File: config.mk
export PLATFORM = sky130hd
export DESIGN_NAME = serial_add_ctrl
export DESIGN_NICKNAME = d
export VERILOG_FILES = /design/src/rtl/serial_alu_pkg.sv /design/src/rtl/serial_fa_cell.sv /design/src/rtl/serial_add_ctrl.sv
export SDC_FILE = /design/constraint.sdc
export NUM_CORES = 1
export LEC_CHECK = 0
export ABC_AREA = 1
export CORE_AREA = 3 3 100 102
export DETAILED_ROUTE_END_ITERATION = 16
export DIE_AREA = 0 0 103 105
export HOLD_SLACK_MARGIN = 0.02
export PLACE_DENSITY = 0.84
export SLEW_MARGIN = 20
export SYNTH_ARGS = -nofsm -noshare
export SYNTH_HDL_FRONTEND = slang
export SYNTH_HIERARCHICAL = 1
export SYNTH_SLANG_ARGS = --single-unit
export TNS_END_PERCENT = 10
File: constraint.sdc
create_clock -name clk -period 3.63 [get_ports clk]
set_input_delay 0.5445 -clock clk [delete_from_list [all_inputs] [get_ports clk]]
set_output_delay 0.5445 -clock clk [all_outputs]
set_load 0.1 [all_outputs]
File: src/rtl/serial_alu_pkg.sv
// Shared definitions for the bit-serial ALU path: sequencer states and
// the add/subtract operation encoding.
package serial_alu_pkg;

  // Sequencer states of the bit-serial adder.
  typedef enum logic [1:0] {
    S_IDLE = 2'b00,
    S_RUN  = 2'b01,
    S_DONE = 2'b10
  } state_t;

  // Operation select carried on op_sub.
  localparam logic OP_ADD = 1'b0;
  localparam logic OP_SUB = 1'b1;

endpackage

File: src/rtl/serial_fa_cell.sv
// Single-bit combinational full adder, reused once per serial cycle.
module serial_fa_cell (
  input  logic a,
  input  logic b,
  input  logic cin,
  output logic sum,
  output logic cout
);

  assign sum  = a ^ b ^ cin;
  assign cout = (a & b) | (cin & (a ^ b));

endmodule

File: src/rtl/serial_add_ctrl.sv
// Bit-serial add/subtract sequencer. One full-adder cell processes one
// operand bit per cycle, LSB first, over WIDTH cycles. Subtraction is
// a + ~b + 1, so the inverted B operand and the carry-in of 1 are set
// up when the request is accepted.
module serial_add_ctrl
  import serial_alu_pkg::*;
#(
  parameter int WIDTH = 32
) (
  input  logic             clk,
  input  logic             reset_n,
  input  logic             start,
  input  logic             op_sub,
  input  logic [WIDTH-1:0] a,
  input  logic [WIDTH-1:0] b,
  output logic             busy,
  output logic             done,
  output logic [WIDTH-1:0] result,
  output logic             carry_out,
  output logic             overflow,
  output logic             zero
);

  localparam int CW = (WIDTH > 1) ? $clog2(WIDTH) : 1;
  localparam logic [CW-1:0] CNT_LAST = CW'(WIDTH - 1);

  state_t           state;
  state_t           state_next;
  logic             accept;
  logic [WIDTH-1:0] a_sh;
  logic [WIDTH-1:0] b_sh;
  logic             cy;
  logic [CW-1:0]    cnt;
  logic             sum;
  logic             cout;
  logic             last_bit;
  logic [WIDTH-1:0] result_next;

  serial_fa_cell u_cell (
    .a    (a_sh[0]),
    .b    (b_sh[0]),
    .cin  (cy),
    .sum  (sum),
    .cout (cout)
  );

  assign last_bit    = (cnt == CNT_LAST);
  assign result_next = {sum, result[WIDTH-1:1]};
  assign busy        = (state == S_RUN);
  assign done        = (state == S_DONE);

  // State register.
  always_ff @(posedge clk or negedge reset_n) begin
    if (!reset_n) begin
      state <= S_IDLE;
    end else begin
      state <= state_next;
    end
  end

  // Next-state logic; start is only honoured in IDLE and in the DONE cycle.
  always_comb begin
    state_next = state;
    accept     = 1'b0;
    unique case (state)
      S_IDLE: begin
        if (start) begin
          accept     = 1'b1;
          state_next = S_RUN;
        end
      end
      S_RUN: begin
        if (last_bit) begin
          state_next = S_DONE;
        end
      end
      S_DONE: begin
        if (start) begin
          accept     = 1'b1;
          state_next = S_RUN;
        end else begin
          state_next = S_IDLE;
        end
      end
      default: begin
        state_next = S_IDLE;
      end
    endcase
  end

  // Operand capture, per-bit shifting and flag capture on the final bit.
  always_ff @(posedge clk or negedge reset_n) begin
    if (!reset_n) begin
      a_sh      <= '0;
      b_sh      <= '0;
      cy        <= 1'b0;
      cnt       <= '0;
      result    <= '0;
      carry_out <= 1'b0;
      overflow  <= 1'b0;
      zero      <= 1'b0;
    end else if (accept) begin
      a_sh <= a;
      b_sh <= (op_sub == OP_ADD) ? b : ~b;
      cy   <= (op_sub == OP_SUB);
      cnt  <= '0;
    end else if (state == S_RUN) begin
      result <= result_next;
      a_sh   <= {1'b0, a_sh[WIDTH-1:1]};
      b_sh   <= {1'b0, b_sh[WIDTH-1:1]};
      cy     <= cout;
      if (last_bit) begin
        cnt       <= '0;
        overflow  <= cy ^ cout;
        carry_out <= cout;
        zero      <= (result_next == '0);
      end else begin
        cnt <= cnt + CW'(1);
      end
    end
  end

endmodule
* Word level (Yosys, flattened, before mapping)
Cells that the tools add are included.
** Word-level totals
- Input port bits :: 68
- Flip-flop bits (word level) :: 107
** Operators by class
- Muxes and demuxes :: 16
- $add $sub $neg :: 1
- Equal/unequal tests :: 5
- Bitwise operators :: 8
- Reductions and logical operators :: 7
** Operators with widths (number)
- two-way mux 32 bit :: 5
- zero test 32 bit :: 1
- inverter 32 bit :: 1
- two-way mux 5 bit :: 3
- one-hot mux 2 bit (3 select lines) :: 1
- adder 5 x 1 -> 5 bit, second input constant :: 1
- == test 5 bit, second input constant :: 1
- two-way mux 1 bit :: 5
- two-way mux 2 bit :: 2
- AND reduction 2 bit :: 2
- AND reduction 3 bit :: 1
- XOR 1 bit :: 3
- bitwise AND 1 bit :: 2
- == test 2 x 1 -> 1 bit, second input constant :: 1
- == test 2 bit, second input constant :: 1
- zero test 2 bit :: 1
- inequality test 2 x 1 -> 1 bit, second input constant :: 1
- inequality test 2 bit, second input constant :: 1
- nonzero test 2 bit :: 1
- OR reduction 2 bit :: 1
- inverter 1 bit :: 1
- bitwise OR 1 bit :: 1

* Logic depth before layout (Yosys ltp)
Gate-level depths: netlist of the first run.
- Depth in word-level cells :: 5
- Mapped depth :: 10
- Mapped depth without buffers :: 10

* By module
The synthesis of the first run kept the hierarchy.
** By module, submodules not included
- serial_add_ctrl :: instances 1, seq. area each 2677.6 um2, cells an instance 587, area each 5037.3 um2
- serial_fa_cell :: instances 1, seq. area each 0.0 um2, cells an instance 1, area each 20.0 um2

* Least setup slack after synthesis of the first run
OpenSTA, ideal clock, no wires.
- Kind :: register to output
- Start :: register state[0]
- End :: output port done
- Required time :: 3086 ps
- Cell stages (with the launch flop) :: 2
- Arrival :: 1705 ps
- Path slack :: 1380 ps
- Path buffers :: 0
- Path through :: dfrtp_1 > nor2_1
** Between the ends
- Cells in the longest elaborated chain, start to end :: 1
** Ends and longest elaborated chain
- start, declared :: line serial_add_ctrl.sv:27 : state_t state;
- start signal, assigned :: line serial_add_ctrl.sv:57 : state <= state_next;
- == test 2 bit :: line serial_add_ctrl.sv:50 : assign done = (state == S_DONE);
- end, declared :: line serial_add_ctrl.sv:17 : output logic done,
No other way between the ends.

* Worst setup path after layout of the first run
- Start :: register state[0]
- End :: output port busy
** Between the ends
- Cells in the longest elaborated chain, start to end :: 1
** Ends and longest elaborated chain
- == test 2 x 1 -> 1 bit :: line serial_add_ctrl.sv:49 : assign busy = (state == S_RUN);
- end, declared :: line serial_add_ctrl.sv:16 : output logic busy,
No other way between the ends.

==> results of run 1 <==
[cells by family (layout without fill, tap and decap cells)]
family                     count (synthesis)  after routing  synth area share [%]
AOI/OAI and AO/OA                        211            211                 21.75
and+or+nand+nor                          128            128                 10.02
buffers and inverters                    112            198                 9.723
DFF                                      107            107                 52.94
xor gates and xnor gates                  27             27                 4.676
adders and majority gates                  3              3                0.8906
[synth_stat cells]
cell type / n / area (µm²)
a21oi_1: 19 / 95.09
a22o_1: 2 / 17.52
a22oi_1: 6 / 45.04
buf_2: 17 / 85.08
buf_4: 7 / 52.55
buf_6: 3 / 33.78
clkbuf_1: 10 / 37.54
clkbuf_2: 1 / 5.000
dfrtp_1: 107 / 2678
fa_1: 1 / 20.02
ha_1: 2 / 25.02
inv_1: 72 / 270.3
inv_2: 2 / 7.510
nand2_1: 86 / 322.8
nand2_2: 2 / 12.51
nand2_4: 1 / 11.26
nand3_1: 4 / 20.02
nand4_1: 1 / 6.260
nor2_1: 32 / 120.1
nor3_1: 1 / 5.000
o211ai_1: 1 / 7.510
o21ai_0: 154 / 770.7
o21ai_1: 23 / 115.1
o21ai_2: 2 / 17.52
o22ai_1: 3 / 18.77
o22ai_2: 1 / 12.51
or2_4: 1 / 8.760
xnor2_1: 2 / 17.52
xor2_1: 25 / 219.0
[path summary, 6_finish.rpt]
kind                                 startpoint                endpoint  slack (ns)  depth (start not counted)
max reg2reg                state[0]$_DFFE_PN0P_    b_sh[26]$_DFFE_PN0P_        1.06                          4
max in group asynchronous               reset_n  result[10]$_DFFE_PN0P_        2.52                          2
min in group clk           b_sh[10]$_DFFE_PN0P_    b_sh[10]$_DFFE_PN0P_        0.49                          2
min reg2reg                b_sh[10]$_DFFE_PN0P_    b_sh[10]$_DFFE_PN0P_        0.49                          2
min                                     reset_n    a_sh[28]$_DFFE_PN0P_        0.28                          1
max                        state[0]$_DFFE_PN0P_                    busy        0.87                          3
[per-stage QoR]
| step | instances | setup WS [ns] | area [µm²] | hold WS (ns) |
|---|---|---|---|---|
| floorplan | 588 | 1.380 | 5057 | 0.2489 |
| global placement | 770 | 1.182 | 6051 | 0.4589 |
| detailed placement | 770 | 1.072 | 6051 | 0.4683 |
| CTS | 785 | 0.8889 | 6243 | 0.3242 |
| global route | 785 | 0.7273 | 6243 | 0.3623 |
| finish | 785 | 0.8747 | 6243 | 0.2769 |
[final cells by class]
| type | instances | area [µm²] | share of cell area, % |
|---|---|---|---|
| inverters | 74 | 277.8 | 4.449 |
| clock inverters | 4 | 51.30 | 0.8216 |
| flip-flops and latches | 107 | 2678 | 42.89 |
| clock buffers | 11 | 141.4 | 2.265 |
| well taps | 111 | 138.9 | 2.224 |
| multi-input cells | 369 | 1888 | 30.24 |
| repair buffers | 109 | 1069 | 17.11 |
[state kept, by name, indices dropped and copies added (netlist names)]
signal / count
b_sh: 32
zero: 1
carry_out: 1
cy: 1
cnt: 5
result: 32
state: 2
a_sh: 32
overflow: 1
[cell usage in the layout, fill, tap and decap left out, types with 2 or more instances in the layout]
cell             synthesis  final
a21oi_1                 19     19
buf_4                    7      7
xor2_1                  25     25
o21ai_2                  2      2
clkdlybuf4s50_1          0    101
inv_2                    2      2
nand3_1                  4      4
dfrtp_1                107    107
a22o_1                   2      2
inv_1                   72     72
ha_1                     2      2
o21ai_0                154    154
o21ai_1                 23     23
a22oi_1                  6      6
nand2_1                 86     86
nand2_2                  2      2
xnor2_1                  2      2
clkbuf_8                 0     10
o22ai_1                  3      3
nor2_1                  32     32
[power by group through the flow]
stage | logic, W | registers (W) | clock network, W
2_1_floorplan | 0.00138 | 0.00324 | 0
3_3_place_gp | 0.00322 | 0.00207 | 0
3_5_place_dp | 0.00330 | 0.00210 | 0
4_1_cts | 0.00333 | 0.00208 | 0.000730
5_1_grt | 0.00361 | 0.00214 | 0.000783
6_report | 0.00331 | 0.00208 | 0.000724
[critical path: stages, from the launching register on]
cell	delay, ns
dfrtp_1	0.47
nand2_2	0.48
inv_2	0.51
buf_4	0.37
[routing by layer]
layer	GRT usage [%]	up-vias	part of all wire, %
met5	0	-	0
met3	4.206	25	4.6
met4	6.383	0	2.2
met2	34.65	119	49
met1	30.88	1996	44
li1	-	2063	-
==> impl_metrics.toml, run 1 <==
[synth]
synthesis.instances = 588
ys_warn_count = 6
seq_area_frac_synth_pct = 52.94
synth_seq_cells = 107
synth.distinct_cells = 29
avgSynthCellArea_um2 = 8.601
syn_area_um2 = 5057
synth_nets = 659

[timing]
fin_setup_tns_ns = 0
max_freq_ghz = 0.3629
worst_pin_slew_ns = 1.008
clock_skew_ns = 0.01065
post-route-period-util_pct = 75.90
hold_viol_final = 0
slew_viol_final = 0
layout_min_cycle_time_ns = 2.755
setup_viol = 0
rsz0062_at_grt = "false"
slew-limit-headroom_pct = 32.61

[route]
drt_iter0_drc = 289
vias = 4203
drc = 0
drtAntennaViolNets = 0
dr.pass1.iters = 5
via_per_inst = 5.354
routed_wl_um = 11390
wl_per_cell_um = 14.51

[clock_tree]
ctsHoldBuffers = 0
cts_buffers = 9
cts.sinks = 107
cts_root_buf = "clkbuf_8"
cts_tree = "yes"
clkLatencyLatePin_ns = 0.37
clockBufferDepth = 2
htree_levels = 3
postCtsSetupRepairBufs = 0
clkTransAtPathRegs_ns = 0.10
ctsResizeCount = 0

[grt]
track_usage_pct = 21.99
grt_max_degree = 111
grt-ovfl-total = 0
grt_first_pass_wirelength_um = 19070
antenna_found_initial = 0
grt_pass1_vias = 3995

[floorplan]
pin_count = 105
dieArea_um2 = 10820
num_rows = 35
dieHeight_um = 105
initial_core_util_pct = 54.99
die_x_um = 103
core-area_um2 = 9196

[critical_path]
critical_path_required_ns = 3.09
endpoint_kind = "output port"
cp.arrival_ns = 2.21
worst-setup-path-type = "reg2out"
path_max_fanout = 47
critPathLaunchType = "register"

[cells_and_area]
synthToLayoutAreaGrowth_pct = 23.45
drive_gt1_share_pct = 4.599
fin_util_pct = 67.89
fin_nets = 741
insertedDiodeCount = 0
fillers = 709

[power]
p_per_area_nw_per_um2 = 980.3
seq_power_share_pct = 34.0
p_total_w = 0.006120
pwr-share-comb_pct = 54.1
p_clk_share_pct = 11.8
ir_drop_v = 0.0005025
swShare_pct = 50.67
internal_power_w = 0.003019
switchingPower_w = 0.003101
p_leak_nw = 2.821

[flow_run]
max-cap-violations = 0

[worst_hold_path]
hold_path.class = "in2async"

[place]
dp_hpwl_um = 7638
gp_congestion = 0.8069
portBuffers = 104

[run_status]
outcome = "finished, final reports clean"
(Power assumes the default switching activity.)
==> run 2: changes to the inputs <==
--- a/config.mk
+++ b/config.mk
@@ -6,11 +6,11 @@
 export NUM_CORES = 1
 export LEC_CHECK = 0
 export ABC_AREA = 1
-export CORE_AREA = 3 3 100 102
+export CORE_AREA = 3 3 104 106
 export DETAILED_ROUTE_END_ITERATION = 16
-export DIE_AREA = 0 0 103 105
+export DIE_AREA = 0 0 107 109
 export HOLD_SLACK_MARGIN = 0.02
-export PLACE_DENSITY = 0.84
+export PLACE_DENSITY = 0.78
 export SLEW_MARGIN = 20
 export SYNTH_ARGS = -nofsm -noshare
 export SYNTH_HDL_FRONTEND = slang
==> constraint.sdc (replaced) <==
create_clock -name clk -period 2.9 [get_ports clk]
set_input_delay 0.435 -clock clk [delete_from_list [all_inputs] [get_ports clk]]
set_output_delay 0.435 -clock clk [all_outputs]
set_load 0.1 [all_outputs]
==> impl_metrics.toml, run 2 (synthesized netlist as in run 1, its figures left out) <==
[floorplan]
die_x_um = 107
dieHeight_um = 109
pin_count = 105
core-area_um2 = 9864
dieArea_um2 = 11660
initial_core_util_pct = 51.27
num_rows = 36

[timing]
hold_viol_final = 0
rsz0062_at_grt = "false"
post-route-period-util_pct = 82.37
worst_pin_slew_ns = 0.8864
setup_viol = 0
clock_skew_ns = 0.01136
fin_setup_tns_ns = 0
slew-limit-headroom_pct = 40.91
layout_min_cycle_time_ns = 2.389
slew_viol_final = 0
max_freq_ghz = 0.4186

[power]
p_leak_nw = 2.919
ir_drop_v = 0.001057
swShare_pct = 50.57
p_total_w = 0.007678
pwr-share-comb_pct = 53.5
switchingPower_w = 0.003883
seq_power_share_pct = 33.8
internal_power_w = 0.003795
p_clk_share_pct = 12.7
p_per_area_nw_per_um2 = 1226

[grt]
grt_max_degree = 111
grt_first_pass_wirelength_um = 18780
antenna_found_initial = 0
grt_pass1_vias = 3972
grt-ovfl-total = 0
track_usage_pct = 19.84

[cells_and_area]
insertedDiodeCount = 0
final_cell_mix = "o21ai_0, dfrtp_1, nand2_1, inv_1, clkdlybuf4s50_1"
register_area_um2 = 2678
fillers = 837
fin_nets = 743
synthToLayoutAreaGrowth_pct = 23.82
multi_input_area_um2 = 1888
stdcell_area_um2 = 6262
top_regs = "a_sh: 32 flops, b_sh: 32 flops, result: 32 flops"
layoutNonFillerInstCount = 810
drive_gt1_share_pct = 10.49
final_common_cell = "o21ai_0"

[clock_tree]
cts.sinks = 107
clkLatencyLatePin_ns = 0.35
clockBufferDepth = 2
cts_buffers = 9
ctsResizeCount = 0
clkTransAtPathRegs_ns = 0.10
cts_tree = "yes"
ctsHoldBuffers = 0
htree_levels = 3
postCtsSetupRepairBufs = 0
cts_root_buf = "clkbuf_8"

[route]
drc = 0
via_per_inst = 5.154
drt_iter0_drc = 256
vias = 4175
routed_wl_um = 11300
wl_per_cell_um = 13.94
drtAntennaViolNets = 0
dr.pass1.iters = 5

[place]
portBuffers = 104
placedInstanceArea_um2 = 6041
gp_congestion = 0.8538
dp_hpwl_um = 7736
dp.cells = 794

[critical_path]
cp.arrival_ns = 1.95
endpoint_kind = "output port"
worst-setup-path-type = "reg2out"
rrSetupSlack_ns = 0.72
path_max_fanout = 35
critPathLaunchType = "register"
critical_path_required_ns = 2.47

[worst_hold_path]
hold_path.class = "in2async"

[flow_run]
max-cap-violations = 0

[run_status]
outcome = "finished, final reports clean"
## run 2: cell count changes in the layout (fill, tap and decap cells not counted), sizes merged
cell / delta
clkinvlp: -1
buf: +38
clkbuf: +1
clkdlybuf4s50: -36
inv: +1
## run 2: metrics by stage
stage	hold slack, ns	utilization [%]	setup WS, ns
floorplan	0.1394	-	0.7596
global placement	0.4603	61.24	0.7740
detailed placement	0.4634	61.24	0.7046
CTS	0.1473	63.48	0.4966
global route	0.1827	63.48	0.3778
finish	0.1280	63.48	0.5112
## run 2: final timing paths
path,to,cells past startpoint,start
max,busy,3,state[0]$_DFFE_PN0P_
min,result[2]$_DFFE_PN0P_,1,reset_n
max reg2reg,b_sh[3]$_DFFE_PN0P_,4,state[0]$_DFFE_PN0P_
min reg2reg,b_sh[25]$_DFFE_PN0P_,2,b_sh[25]$_DFFE_PN0P_
max in group asynchronous,b_sh[29]$_DFFE_PN0P_,2,reset_n
min in group clk,b_sh[25]$_DFFE_PN0P_,2,b_sh[25]$_DFFE_PN0P_
## run 2: area by class of cell
type / instances / area share [%]
multi-input cells: 369 / 30.15
well taps: 133 / 2.657
inverters: 74 / 4.436
flip-flops and latches: 107 / 42.76
clock inverters: 4 / 0.8991
clock buffers: 12 / 2.637
repair buffers: 111 / 16.46
## run 2: power groups by stage
stage | combinational [W] | sequential, W | clock, W
final | 0.00411 | 0.00260 | 0.000973
after global routing | 0.00450 | 0.00268 | 0.00106
after CTS | 0.00413 | 0.00260 | 0.000994
after detailed placement | 0.00412 | 0.00262 | 0
after global placement | 0.00401 | 0.00260 | 0
after floorplan | 0.00172 | 0.00406 | 0
## run 2: critical path, cell delays in order, from the launching register on
cell and delay (ns):
dfrtp_1 0.46, nand2_2 0.40, inv_2 0.49, buf_12 0.23
## run 2: routing by layer
layer  part of all wire (%)  GRT usage, %  up-vias
met3                    4.5         2.724       10
met2                     49         32.60      113
met4                   0.86         5.388        0
li1                       -             -     2068
met5                      0             0        -
met1                     45         27.95     1984
